## src/rtl/data_aligner_pkg.sv

```systemverilog
// Shared types for the two-stream aligner run-time controller.
package data_aligner_pkg;

  // Scheduler FSM states; encoding is visible on state_o.
  typedef enum logic [1:0] {
    IDLE  = 2'd0,
    FLUSH = 2'd1,
    SYNC  = 2'd2,
    RUN   = 2'd3
  } sched_state_t;

  // Reason recorded for the most recent error flush.
  typedef enum logic [1:0] {
    CAUSE_NONE    = 2'd0,
    CAUSE_STATUS  = 2'd1,
    CAUSE_SKEW    = 2'd2,
    CAUSE_TIMEOUT = 2'd3
  } flush_cause_t;

  // Bit positions inside the aligner FIFO status word.
  localparam int unsigned STATUS_FULL_1ST = 0;
  localparam int unsigned STATUS_FULL_2D  = 1;

endpackage

```

## src/rtl/aligner_skew_counter.sv

```systemverilog
// Signed saturating up/down counter tracking 1st-minus-2d word skew.
module aligner_skew_counter #(
  parameter int CNT_W = 8
) (
  input  logic                    clk,
  input  logic                    rst,
  input  logic                    clr,
  input  logic                    inc,
  input  logic                    dec,
  output logic signed [CNT_W-1:0] cnt
);

  // Symmetric saturation limits so that negating the count never overflows.
  localparam logic signed [CNT_W-1:0] CNT_MAX = {1'b0, {(CNT_W-1){1'b1}}};
  localparam logic signed [CNT_W-1:0] CNT_MIN = -CNT_MAX;
  localparam logic signed [CNT_W-1:0] ONE     = 1;

  // Count up on inc alone, down on dec alone; clear and reset take priority.
  always_ff @(posedge clk) begin
    // NOTE: sequential state is always written with <= so every flop samples
    // pre-edge values regardless of statement or block ordering.
    if (rst || clr) begin
      cnt <= '0;
    end else if (inc && !dec && cnt != CNT_MAX) begin
      cnt <= cnt + ONE;
    end else if (dec && !inc && cnt != CNT_MIN) begin
      cnt <= cnt - ONE;
    end
  end

endmodule

```

## src/rtl/data_aligner_sched.sv

```systemverilog
// Run-time controller for the two-stream data aligner: gates input valids,
// tracks skew, and flushes/resynchronises the aligner on drift or stall.
module data_aligner_sched
  import data_aligner_pkg::*;
#(
  parameter int SKEW_MAX     = 8,
  parameter int TIMEOUT      = 256,
  parameter int FLUSH_CYCLES = 4,
  parameter int CNT_W        = 8
) (
  input  logic                    clk,
  input  logic                    rst,
  input  logic                    en_i,
  input  logic                    vld_1st_i,
  input  logic                    vld_2d_i,
  input  logic                    vld_o_i,
  input  logic [1:0]              statuses_i,
  output logic                    gate_1st_o,
  output logic                    gate_2d_o,
  output logic                    flush_o,
  output logic [1:0]              state_o,
  output logic signed [CNT_W-1:0] skew_o,
  output logic [1:0]              cause_o,
  output logic [CNT_W-1:0]        err_cnt_o
);

  localparam int TMR_W = $clog2(TIMEOUT + 1);
  localparam int FL_W  = (FLUSH_CYCLES > 1) ? $clog2(FLUSH_CYCLES) : 1;

  sched_state_t            state_q, state_d;
  logic [FL_W-1:0]         flush_cnt_q, flush_cnt_d;
  logic [TMR_W-1:0]        timer_q, timer_d;
  logic                    gate_q, flush_q;
  flush_cause_t            cause_q, cause_hit;
  logic [CNT_W-1:0]        err_cnt_q;
  logic                    err_hit;
  logic                    status_err;
  logic signed [CNT_W-1:0] skew_q;
  logic [CNT_W-1:0]        skew_abs;
  logic                    in_run;

  assign in_run     = (state_q == RUN);
  assign status_err = statuses_i[STATUS_FULL_1ST] | statuses_i[STATUS_FULL_2D];
  assign skew_abs   = skew_q[CNT_W-1] ? $unsigned(-skew_q) : $unsigned(skew_q);

  // Skew only moves in RUN and is held at zero whenever the next state is not RUN.
  aligner_skew_counter #(.CNT_W(CNT_W)) u_skew (
    .clk (clk),
    .rst (rst),
    .clr (state_d != RUN),
    .inc (in_run & vld_1st_i),
    .dec (in_run & vld_2d_i),
    .cnt (skew_q)
  );

  // Prioritised error detection, FSM next state, flush length and stall timer.
  always_comb begin
    // NOTE: every variable gets a default first so no path leaves it
    // unassigned, which would otherwise infer a latch.
    state_d     = state_q;
    flush_cnt_d = '0;
    err_hit     = 1'b0;
    cause_hit   = CAUSE_NONE;

    if (in_run) begin
      if (status_err) begin
        err_hit   = 1'b1;
        cause_hit = CAUSE_STATUS;
      end else if (skew_abs > CNT_W'(SKEW_MAX)) begin
        err_hit   = 1'b1;
        cause_hit = CAUSE_SKEW;
      end else if (timer_q == TMR_W'(TIMEOUT)) begin
        err_hit   = 1'b1;
        cause_hit = CAUSE_TIMEOUT;
      end
    end

    if (!en_i) begin
      state_d = IDLE;
    end else begin
      case (state_q)
        IDLE:  state_d = FLUSH;
        FLUSH: begin
          if (flush_cnt_q == FL_W'(FLUSH_CYCLES - 1)) state_d = SYNC;
          else flush_cnt_d = flush_cnt_q + 1'b1;
        end
        SYNC:  if (vld_1st_i && vld_2d_i) state_d = RUN;
        RUN:   if (err_hit) state_d = FLUSH;
        default: state_d = IDLE;
      endcase
    end

    // Stall timer runs only while skewed, in RUN, with no aligned output.
    if (state_d != RUN || vld_o_i || skew_q == '0) timer_d = '0;
    else timer_d = timer_q + 1'b1;
  end

  // State, registered outputs, and the persistent error bookkeeping.
  always_ff @(posedge clk) begin
    if (rst) begin
      state_q     <= IDLE;
      flush_cnt_q <= '0;
      timer_q     <= '0;
      gate_q      <= 1'b0;
      flush_q     <= 1'b0;
      cause_q     <= CAUSE_NONE;
      err_cnt_q   <= '0;
    end else begin
      state_q     <= state_d;
      flush_cnt_q <= flush_cnt_d;
      timer_q     <= timer_d;
      gate_q      <= (state_d == RUN);
      flush_q     <= (state_d == FLUSH);
      if (en_i && err_hit) begin
        cause_q <= cause_hit;
        if (err_cnt_q != '1) err_cnt_q <= err_cnt_q + 1'b1;
      end
    end
  end

  assign gate_1st_o = gate_q;
  assign gate_2d_o  = gate_q;
  assign flush_o    = flush_q;
  assign state_o    = state_q;
  assign skew_o     = skew_q;
  assign cause_o    = cause_q;
  assign err_cnt_o  = err_cnt_q;

endmodule
```

## config.mk

```make
export PLATFORM = sky130hd
export DESIGN_NAME = data_aligner_sched
export DESIGN_NICKNAME = d
export VERILOG_FILES = /design/src/rtl/data_aligner_pkg.sv /design/src/rtl/aligner_skew_counter.sv /design/src/rtl/data_aligner_sched.sv
export SDC_FILE = /design/constraint.sdc
export NUM_CORES = 1
export LEC_CHECK = 0
export ABC_AREA = 1
export ABC_CLOCK_PERIOD_IN_PS = 2360
export BUFFER_PORTS_ARGS = -buffer_cell sky130_fd_sc_hd__buf_2
export CORE_MARGIN = 2
export CORE_UTILIZATION = 45
export CTS_BUF_LIST = sky130_fd_sc_hd__clkbuf_2
export CTS_CLUSTER_DIAMETER = 120
export DETAILED_ROUTE_END_ITERATION = 10
export PLACE_DENSITY_LB_ADDON = 0.08
export SLEW_MARGIN = 10
export SYNTH_ARGS = -nofsm -noshare
export SYNTH_HDL_FRONTEND = slang
export SYNTH_SLANG_ARGS = --single-unit
```

## constraint.sdc

```tcl
create_clock -name clk -period 2.36 [get_ports clk]
set_input_delay 0.118 -clock clk [delete_from_list [all_inputs] [get_ports clk]]
set_output_delay 0.118 -clock clk [all_outputs]
set_load 0.03 [all_outputs]
```

# ---- Word level (Yosys, flattened, before mapping)
# Index checks and enable logic that the tools add are counted.
dict set report totals {
  output_inout_bits 23
  regBits 33
  word_cells 64
  in_bits 8
}
dict set report classes {
  add_sub_neg 6
  eq_ne 11
  n_reduce_logical 17
  n_lt_le_gt_ge 1
  bitwise 5
  muxes 16
}
# operator count
set op_table {}
lappend op_table {{$mux W8} 3}
lappend op_table {{$ne A8 B8 Y1 const B} 3}
lappend op_table {{$mux W2} 8}
lappend op_table {{$add A9 B1 Y9 const B} 1}
lappend op_table {{$eq A9 B9 Y1 const B} 1}
lappend op_table {{$add A8 B1 Y8 const B} 1}
lappend op_table {{$add A8 B2 Y8 const B} 1}
lappend op_table {{$eq A2 B2 Y1 const B} 4}
lappend op_table {{$gt A8 B4 Y1 const B} 1}
lappend op_table {{$logic_not A8 Y1} 1}
lappend op_table {{$neg A8 Y8} 1}
lappend op_table {{$pmux W2 S4} 1}
lappend op_table {{$sub A8 B2 Y8 const B} 1}
lappend op_table {{$logic_and A1 B1 Y1} 6}
lappend op_table {{$eq A2 B1 Y1 const B} 2}
lappend op_table {{$mux W1} 4}
lappend op_table {{$reduce_or A4 Y1} 1}
lappend op_table {{$logic_or A1 B1 Y1} 3}
lappend op_table {{$add A2 B1 Y2 const B} 1}
lappend op_table {{$and A1 B1 Y1} 2}
lappend op_table {{$logic_not A1 Y1} 2}
lappend op_table {{$logic_not A2 Y1} 1}
lappend op_table {{$ne A2 B2 Y1 const B} 1}
lappend op_table {{$not A1 Y1} 2}
lappend op_table {{4 further kinds} 4}

# ---- Logic depth before layout (Yosys ltp)
dict set report logic_depth {
  depth_word 13
  depth_mapped 15
  depth_no_buf 15
}

# ---- Modules after synthesis
# From an unflattened synthesis, not the netlist that was laid out.
dict set report hier_totals {
  hier_cells 287
  area_unflattened_um2 2073.2
}
# mod seq_area_each_um2 cells_each area_per_inst_um2 instances
set by_module_without_submodules {}
lappend by_module_without_submodules {data_aligner_sched 500.5 185 1397.6 1}
lappend by_module_without_submodules {aligner_skew_counter 160.2 102 675.6 1}

# ---- Least setup slack after synthesis
# Ideal clock, no wire load.
dict set report synth_timing {
  path_type {register to register}
  start {register u_skew.cnt[0]}
  end {register u_skew.cnt[7]}
  required_ps 2244
  stages_incl_launch_ff 15
  path_buffers 0
  path_slack_ps -99
  arrival_ps 2343
  setup_ps 116
  synth_period_minus_slack_ps 2459
  path_cell_list {dfxtp_1 ha_1 nand2_1 nor3_1 nand2_1 nand2_2 ha_1 a21oi_1 nand2_1 a21oi_1 inv_1 nand2_1 nand2_1 a21oi_1 nor2_1}
}
dict set report synth_between {
  elab_chain_cells 11
  elab_cells_between_ends 20
  classes_between {3 x add/sub; 1 x order compare; 3 x eq/ne; 9 x mux; 4 x reduce/logical}
}
# element line_no
set synth_lines {}
lappend synth_lines {{start, declared} aligner_skew_counter.sv:10} ;# output logic signed [CNT_W-1:0] cnt
lappend synth_lines {{start signal, assigned} aligner_skew_counter.sv:25} ;# cnt <= cnt + ONE;
lappend synth_lines {{start signal, assigned} aligner_skew_counter.sv:27} ;# cnt <= cnt - ONE;
lappend synth_lines {{$neg A8 Y8} data_aligner_sched.sv:44} ;# assign skew_abs = skew_q[CNT_W-1] ? $unsigned(-skew_q) : $unsigned(skew_q);
lappend synth_lines {{$mux W8} data_aligner_sched.sv:44}
lappend synth_lines {{$gt A8 B4 Y1} data_aligner_sched.sv:69} ;# end else if (skew_abs > CNT_W'(SKEW_MAX)) begin
lappend synth_lines {{$mux W1} data_aligner_sched.sv:69}
lappend synth_lines {{$mux W1} data_aligner_sched.sv:66} ;# if (status_err) begin
lappend synth_lines {{$mux W1} data_aligner_sched.sv:65} ;# if (in_run) begin
lappend synth_lines {{$mux W2} data_aligner_sched.sv:88} ;# RUN: if (err_hit) state_d = FLUSH;
lappend synth_lines {{$pmux W2 S4} data_aligner_sched.sv:81} ;# case (state_q)
lappend synth_lines {{$mux W2} data_aligner_sched.sv:78} ;# if (!en_i) begin
lappend synth_lines {{$ne A2 B2 Y1} data_aligner_sched.sv:50} ;# .clr (state_d != RUN),
lappend synth_lines {{$logic_or A1 B1 Y1} aligner_skew_counter.sv:22} ;# if (rst || clr) begin
# Parallel ways exist; a longest one is shown, timed or not. The select of a mux whose other input is x is not followed.
# A chain may end at the register's enable or synchronous reset.

# ---- Worst setup path after layout
dict set report layout_timing {
  start {register u_skew.cnt[1]}
  end {register u_skew.cnt[7]}
}
# The elaborated chain is that of the path after synthesis.

==> impl_results.html <==
<table>
<tr><th>Metric</th><th>Value</th></tr>
<tr><th colspan="2">Placement</th></tr>
<tr><td>Instance area at placement</td><td>2350 um2</td></tr>
<tr><td>IO buf count</td><td>30</td></tr>
<tr><td>Final Wtd Congestion</td><td>between 0.8 and 0.9</td></tr>
<tr><td>Dpl cells</td><td>388</td></tr>
<tr><td>Pre-CTS setup slack</td><td>0.119 ns</td></tr>
<tr><td>DP HPWL</td><td>3310 um</td></tr>
<tr><th colspan="2">Synth</th></tr>
<tr><td>Fraction of the mapped netlist area in simple logic gates</td><td>37.4%</td></tr>
<tr><td>Adder-cell share of the synthesized area</td><td>around 8.7%</td></tr>
<tr><td>Cell accounting for the most synthesized area</td><td>sky130_fd_sc_hd__dfxtp_1</td></tr>
<tr><td>Mux share of post-synthesis cell area</td><td>0%</td></tr>
<tr><td>Post-synth top area share</td><td>31.5%</td></tr>
<tr><td>Number of flops mapped to enable cells by yosys</td><td>0</td></tr>
<tr><td>Primary flip-flop cell chosen by synthesis mapping</td><td>sky130_fd_sc_hd__dfxtp_1</td></tr>
<tr><td>Proportion of synthesized flip-flops having asynchronous set or reset</td><td>0%</td></tr>
<tr><td>Number of unique standard cell types used by synthesis</td><td>33</td></tr>
<tr><td>Area of the mapped netlist</td><td>2100 um2</td></tr>
<tr><td>Synthesis Warnings</td><td>0</td></tr>
<tr><td>Synth Register Bits</td><td>33</td></tr>
<tr><td>Nets in the synthesized netlist</td><td>323</td></tr>
<tr><td>Compound-gate portion of the synthesized area</td><td>7.52%</td></tr>
<tr><td>Part of the Yosys area used for sequential elements</td><td>31.5%</td></tr>
<tr><td>Synth Area per Inst</td><td>6.97 um2</td></tr>
<tr><td>Xor-xnor portion of the synthesized cell area</td><td>5.43%</td></tr>
<tr><td>Gate count of the mapped netlist</td><td>301</td></tr>
<tr><td>Largest cells by area after synthesis</td><td>sky130_fd_sc_hd__dfxtp_1 32%, sky130_fd_sc_hd__nand2_1 12%, sky130_fd_sc_hd__inv_1 8.1%, sky130_fd_sc_hd__ha_1 7.8%, sky130_fd_sc_hd__nor2_1 7.7%</td></tr>
<tr><td>Largest family of logic cells by synthesized area</td><td>simple AND/OR/NAND/NOR gates</td></tr>
<tr><th colspan="2">Floorplanning</th></tr>
<tr><td>Core footprint</td><td>between 4000 and 5000 um2</td></tr>
<tr><td>Floorplan die width</td><td>72.3 um</td></tr>
<tr><td>Site Rows</td><td>24</td></tr>
<tr><td>Starting density of the core</td><td>47.5%</td></tr>
<tr><td>Die area</td><td>about 5200 um2</td></tr>
<tr><td>Count of pins on the block boundary</td><td>31</td></tr>
<tr><td>Die Span Y</td><td>72.3 um</td></tr>
<tr><th colspan="2">CTS</th></tr>
<tr><td>Insertion delay to the later sink of the worst-skew pair</td><td>0.38 ns</td></tr>
<tr><td>Maximum level of the CTS H-tree</td><td>2</td></tr>
<tr><td>CTS clock-pin slew for the worst setup and hold paths</td><td>0.17 ns</td></tr>
<tr><td>TritonCTS Sinks</td><td>33</td></tr>
<tr><td>Clk root buf</td><td>sky130_fd_sc_hd__clkbuf_2</td></tr>
<tr><td>Clock Tree Buf Depth</td><td>2</td></tr>
<tr><td>TritonCTS clock tree</td><td>yes</td></tr>
<tr><td>CTS Buf Count</td><td>5</td></tr>
<tr><th colspan="2">Worst hold path</th></tr>
<tr><td>Kind of path behind the tightest hold check</td><td>input pin to flip-flop</td></tr>
<tr><td>WHS Path Cells</td><td>3</td></tr>
<tr><th colspan="2">GRT</th></tr>
<tr><td>Pin count of the biggest net entering global routing</td><td>15</td></tr>
<tr><td>Grt total ovfl</td><td>0</td></tr>
<tr><td>Global-route wire length before repair</td><td>approximately 7400 um</td></tr>
<tr><td>Number of global-route vias before repair</td><td>around 1800</td></tr>
<tr><td>Total routing usage reported by global routing</td><td>18.0%</td></tr>
<tr><td>Initial antenna violation count</td><td>0</td></tr>
<tr><th colspan="2">Worst setup path</th></tr>
<tr><td>Critical Path Most Common Cell</td><td>sky130_fd_sc_hd__nand2_1</td></tr>
<tr><td>Crit-path max cell delay</td><td>~0.42 ns</td></tr>
<tr><td>Standard cell with the maximum stage delay on the critical path</td><td>sky130_fd_sc_hd__dfxtp_4</td></tr>
<tr><td>Critical path fanouts, max</td><td>8</td></tr>
<tr><td>Cell breakdown of the critical path</td><td>ha_1, nand2_1, nor3_1, nand2_1, nand2_4, ha_2, a21oi_1, nand2_1, a21oi_2, inv_1, nand2_1, nand2_1, a21oi_1, nor2_1</td></tr>
<tr><td>Capturing element type of the critical path</td><td>flip-flop</td></tr>
<tr><td>Worst reg-to-reg path cell count</td><td>14</td></tr>
<tr><td>Family with the most delay on the worst path</td><td>simple AND/OR/NAND/NOR gates</td></tr>
<tr><td>Logic depth of the worst setup path including buffers</td><td>14</td></tr>
<tr><td>Startpoint types</td><td>flip-flop</td></tr>
<tr><td>Req. time, crit path</td><td>2.64 ns</td></tr>
<tr><td>Worst Path Arrival</td><td>between 2 and 2.5 ns</td></tr>
<tr><td>Worst Path Buf+Inv</td><td>1</td></tr>
<tr><td>Type of the worst setup path</td><td>flip-flop to flip-flop</td></tr>
<tr><th colspan="2">Power and ir drop</th></tr>
<tr><td>Sequential power share</td><td>64.9%</td></tr>
<tr><td>Cell-internal power</td><td>645 uW</td></tr>
<tr><td>Net switching power of the design</td><td>219 uW</td></tr>
<tr><td>Clock network fraction of design power</td><td>31.5%</td></tr>
<tr><td>Switching share of total power</td><td>25.3%</td></tr>
<tr><td>Combinational group share of total power</td><td>roughly 3.7%</td></tr>
<tr><td>Cell leakage power</td><td>approximately 1.2 nW</td></tr>
<tr><td>Power density normalized to cell area</td><td>roughly 350 nW/um2</td></tr>
<tr><td>Worst IR Drop VDD</td><td>0.000206 V</td></tr>
<tr><th colspan="2">Timing</th></tr>
<tr><td>Worst clock skew</td><td>0.0348 ns</td></tr>
<tr><td>Post-Route Setup TNS</td><td>0 ns</td></tr>
<tr><td>Crit share post-route</td><td>92.9%</td></tr>
<tr><td>Relative max-transition margin</td><td>63.5%</td></tr>
<tr><td>Count of endpoints failing hold in the final timing report</td><td>0</td></tr>
<tr><td>Number of pins exceeding their max-slew limit in the final report</td><td>0</td></tr>
<tr><td>Final setup viols</td><td>0</td></tr>
<tr><td>Shortest clock period the worst path allows after layout</td><td>2.19 ns</td></tr>
<tr><td>Final WS setup</td><td>0.169 ns</td></tr>
<tr><td>Worst-Margin Slew</td><td>0.548 ns</td></tr>
<tr><td>Setup repair after global routing missed its margin</td><td>true</td></tr>
<tr><td>Achievable Freq</td><td>456 MHz</td></tr>
<tr><th colspan="2">Layout</th></tr>
<tr><td>Inserted Diodes</td><td>0</td></tr>
<tr><td>Finished layout cell area</td><td>2450 um2</td></tr>
<tr><td>Final-layout fill cell count</td><td>448</td></tr>
<tr><td>Final instance count without filler cells</td><td>397</td></tr>
<tr><td>Nets@finish</td><td>approximately 370</td></tr>
<tr><td>Final Core Density</td><td>a little under three fifths</td></tr>
<tr><td>Layout area overhead</td><td>17.0%</td></tr>
<tr><td>Sequential cell area in the final layout</td><td>around 670 um2</td></tr>
<tr><td>Multi-input combinational cell area</td><td>1280 um2</td></tr>
<tr><td>Layout cell share with drive strength beyond 1</td><td>22.0%</td></tr>
<tr><th colspan="2">Routing</th></tr>
<tr><td>Residual DRC</td><td>0</td></tr>
<tr><td>Initial DRC count</td><td>100</td></tr>
<tr><td>Drt pass-1 iters</td><td>5</td></tr>
<tr><td>Average wire per cell in the routed design</td><td>11.1 um</td></tr>
<tr><td>Routed WL</td><td>roughly 4400 um</td></tr>
<tr><td>Via Count</td><td>between 1500 and 2000</td></tr>
<tr><td>Via-to-Cell Ratio</td><td>4.93</td></tr>
<tr><td>Number of antenna-violating nets in the routed design</td><td>0</td></tr>
<tr><th colspan="2">Flow run</th></tr>
<tr><td>Max Cap Viol</td><td>0</td></tr>
<tr><th colspan="2">Run status</th></tr>
<tr><td>Run status</td><td>completed</td></tr>
</table>
==> per-layer routing <==
metal	vias up	routed length (um)	track usage (%)
met3	7	150	2.92
met2	40	1980	29.1
met1	861	2230	23.8
met5	-	0	0
met4	0	70	7.97
li1	1048	-	-
==> repair_timing <==
item	4_1_cts	5_1_grt
endpoints found under the hold margin	0	1
hold buffers	0	1
resized for setup	0	10
setup endpoints to repair	0	5
setup buffers	0	0
==> area by class of cell <==
| cell class | count | share of cell area [%] |
|---|---|---|
| Inverter | 47 | 7.19 |
| Tap cell | 52 | 2.65 |
| Clock buffer | 6 | 1.22 |
| Clock inverter | 2 | 0.408 |
| Sequential cell | 33 | 27.2 |
| Multi-Input combinational cell | 218 | 52.3 |
| Timing Repair Buffer | 39 | 8.98 |
==> path summary, 6_finish.rpt <==
path | startpoint | slack (ns) | to
worst max-delay path | u_skew.cnt[1] | 0.17 | u_skew.cnt[7]
worst min-delay path | en_i | 0.03 | flush_cnt_q[0]
worst max register to register | u_skew.cnt[1] | 0.17 | u_skew.cnt[7]
worst min register to register | flush_cnt_q[0] | 0.43 | flush_cnt_q[0]
==> per-stage QoR <==
stage                     hold WS [ns]  total power [mW]
after floorplan                  0.286             0.591
after global placement           0.408             0.603
after detailed placement         0.419             0.603
after CTS                      0.00431             0.880
after global routing           0.00870             0.907
final                           0.0323             0.864
==> worst min-delay path, stage by stage <==
cell and delay [ns]:
sky130_fd_sc_hd__buf_2 0.10, sky130_fd_sc_hd__nand4_1 0.11, sky130_fd_sc_hd__nor2_1 0.04
==> synthesized netlist by cell type (2+ instances only) <==
| cell type | count |
|---|---|
| sky130_fd_sc_hd__a21oi_1 | 16 |
| sky130_fd_sc_hd__dfxtp_1 | 33 |
| sky130_fd_sc_hd__ha_1 | 13 |
| sky130_fd_sc_hd__inv_1 | 45 |
| sky130_fd_sc_hd__inv_2 | 2 |
| sky130_fd_sc_hd__nand2_1 | 69 |
| sky130_fd_sc_hd__nand2_2 | 2 |
| sky130_fd_sc_hd__nand2_4 | 2 |
| sky130_fd_sc_hd__nand3_1 | 11 |
| sky130_fd_sc_hd__nand3_4 | 2 |
| sky130_fd_sc_hd__nand4_1 | 15 |
| sky130_fd_sc_hd__nor2_1 | 43 |
| sky130_fd_sc_hd__nor2_2 | 3 |
| sky130_fd_sc_hd__nor3_1 | 5 |
| sky130_fd_sc_hd__nor3_2 | 3 |
| sky130_fd_sc_hd__o21ai_0 | 4 |
| sky130_fd_sc_hd__o21ai_1 | 4 |
| sky130_fd_sc_hd__or2_2 | 3 |
| sky130_fd_sc_hd__xnor2_1 | 3 |
| sky130_fd_sc_hd__xor2_1 | 10 |
==> cells in the final DEF, fill, tap and decap left out, drive strengths merged, types with 2 or more instances in the layout <==
master,instances
nand2,73
inv,47
nor2,46
buf,38
dfxtp,33
a21oi,17
nand4,16
nand3,14
ha,13
xor2,10
nor3,8
o21ai,8
clkbuf,6
or2,3
xnor2,3
clkinv,2
==> cell families (layout without fill, tap and decap cells) <==
group	Yosys count	in the layout
fa+ha+maj	14	14
compound gates	29	29
buf+inv	50	94
simple gates	162	162
flops	33	33
xor+xnor	13	13
==> power groups by stage <==
stage                     registers, mW  logic, mW  clock network, mW
after floorplan                   0.577     0.0144                  0
final                             0.560     0.0318              0.272
after detailed placement          0.573     0.0303                  0
after CTS                         0.562     0.0303              0.288
after global placement            0.573     0.0300                  0
after global routing              0.561     0.0347              0.312
==> state kept, by name, indices dropped and copies added, names as in the netlist <==
register and flops:
timer_q 9, err_cnt_o 8, u_skew.cnt 8, cause_o 2, flush_cnt_q 2, state_o 2, flush_o 1, gate_1st_o 1
(Power assumes the default switching activity.)
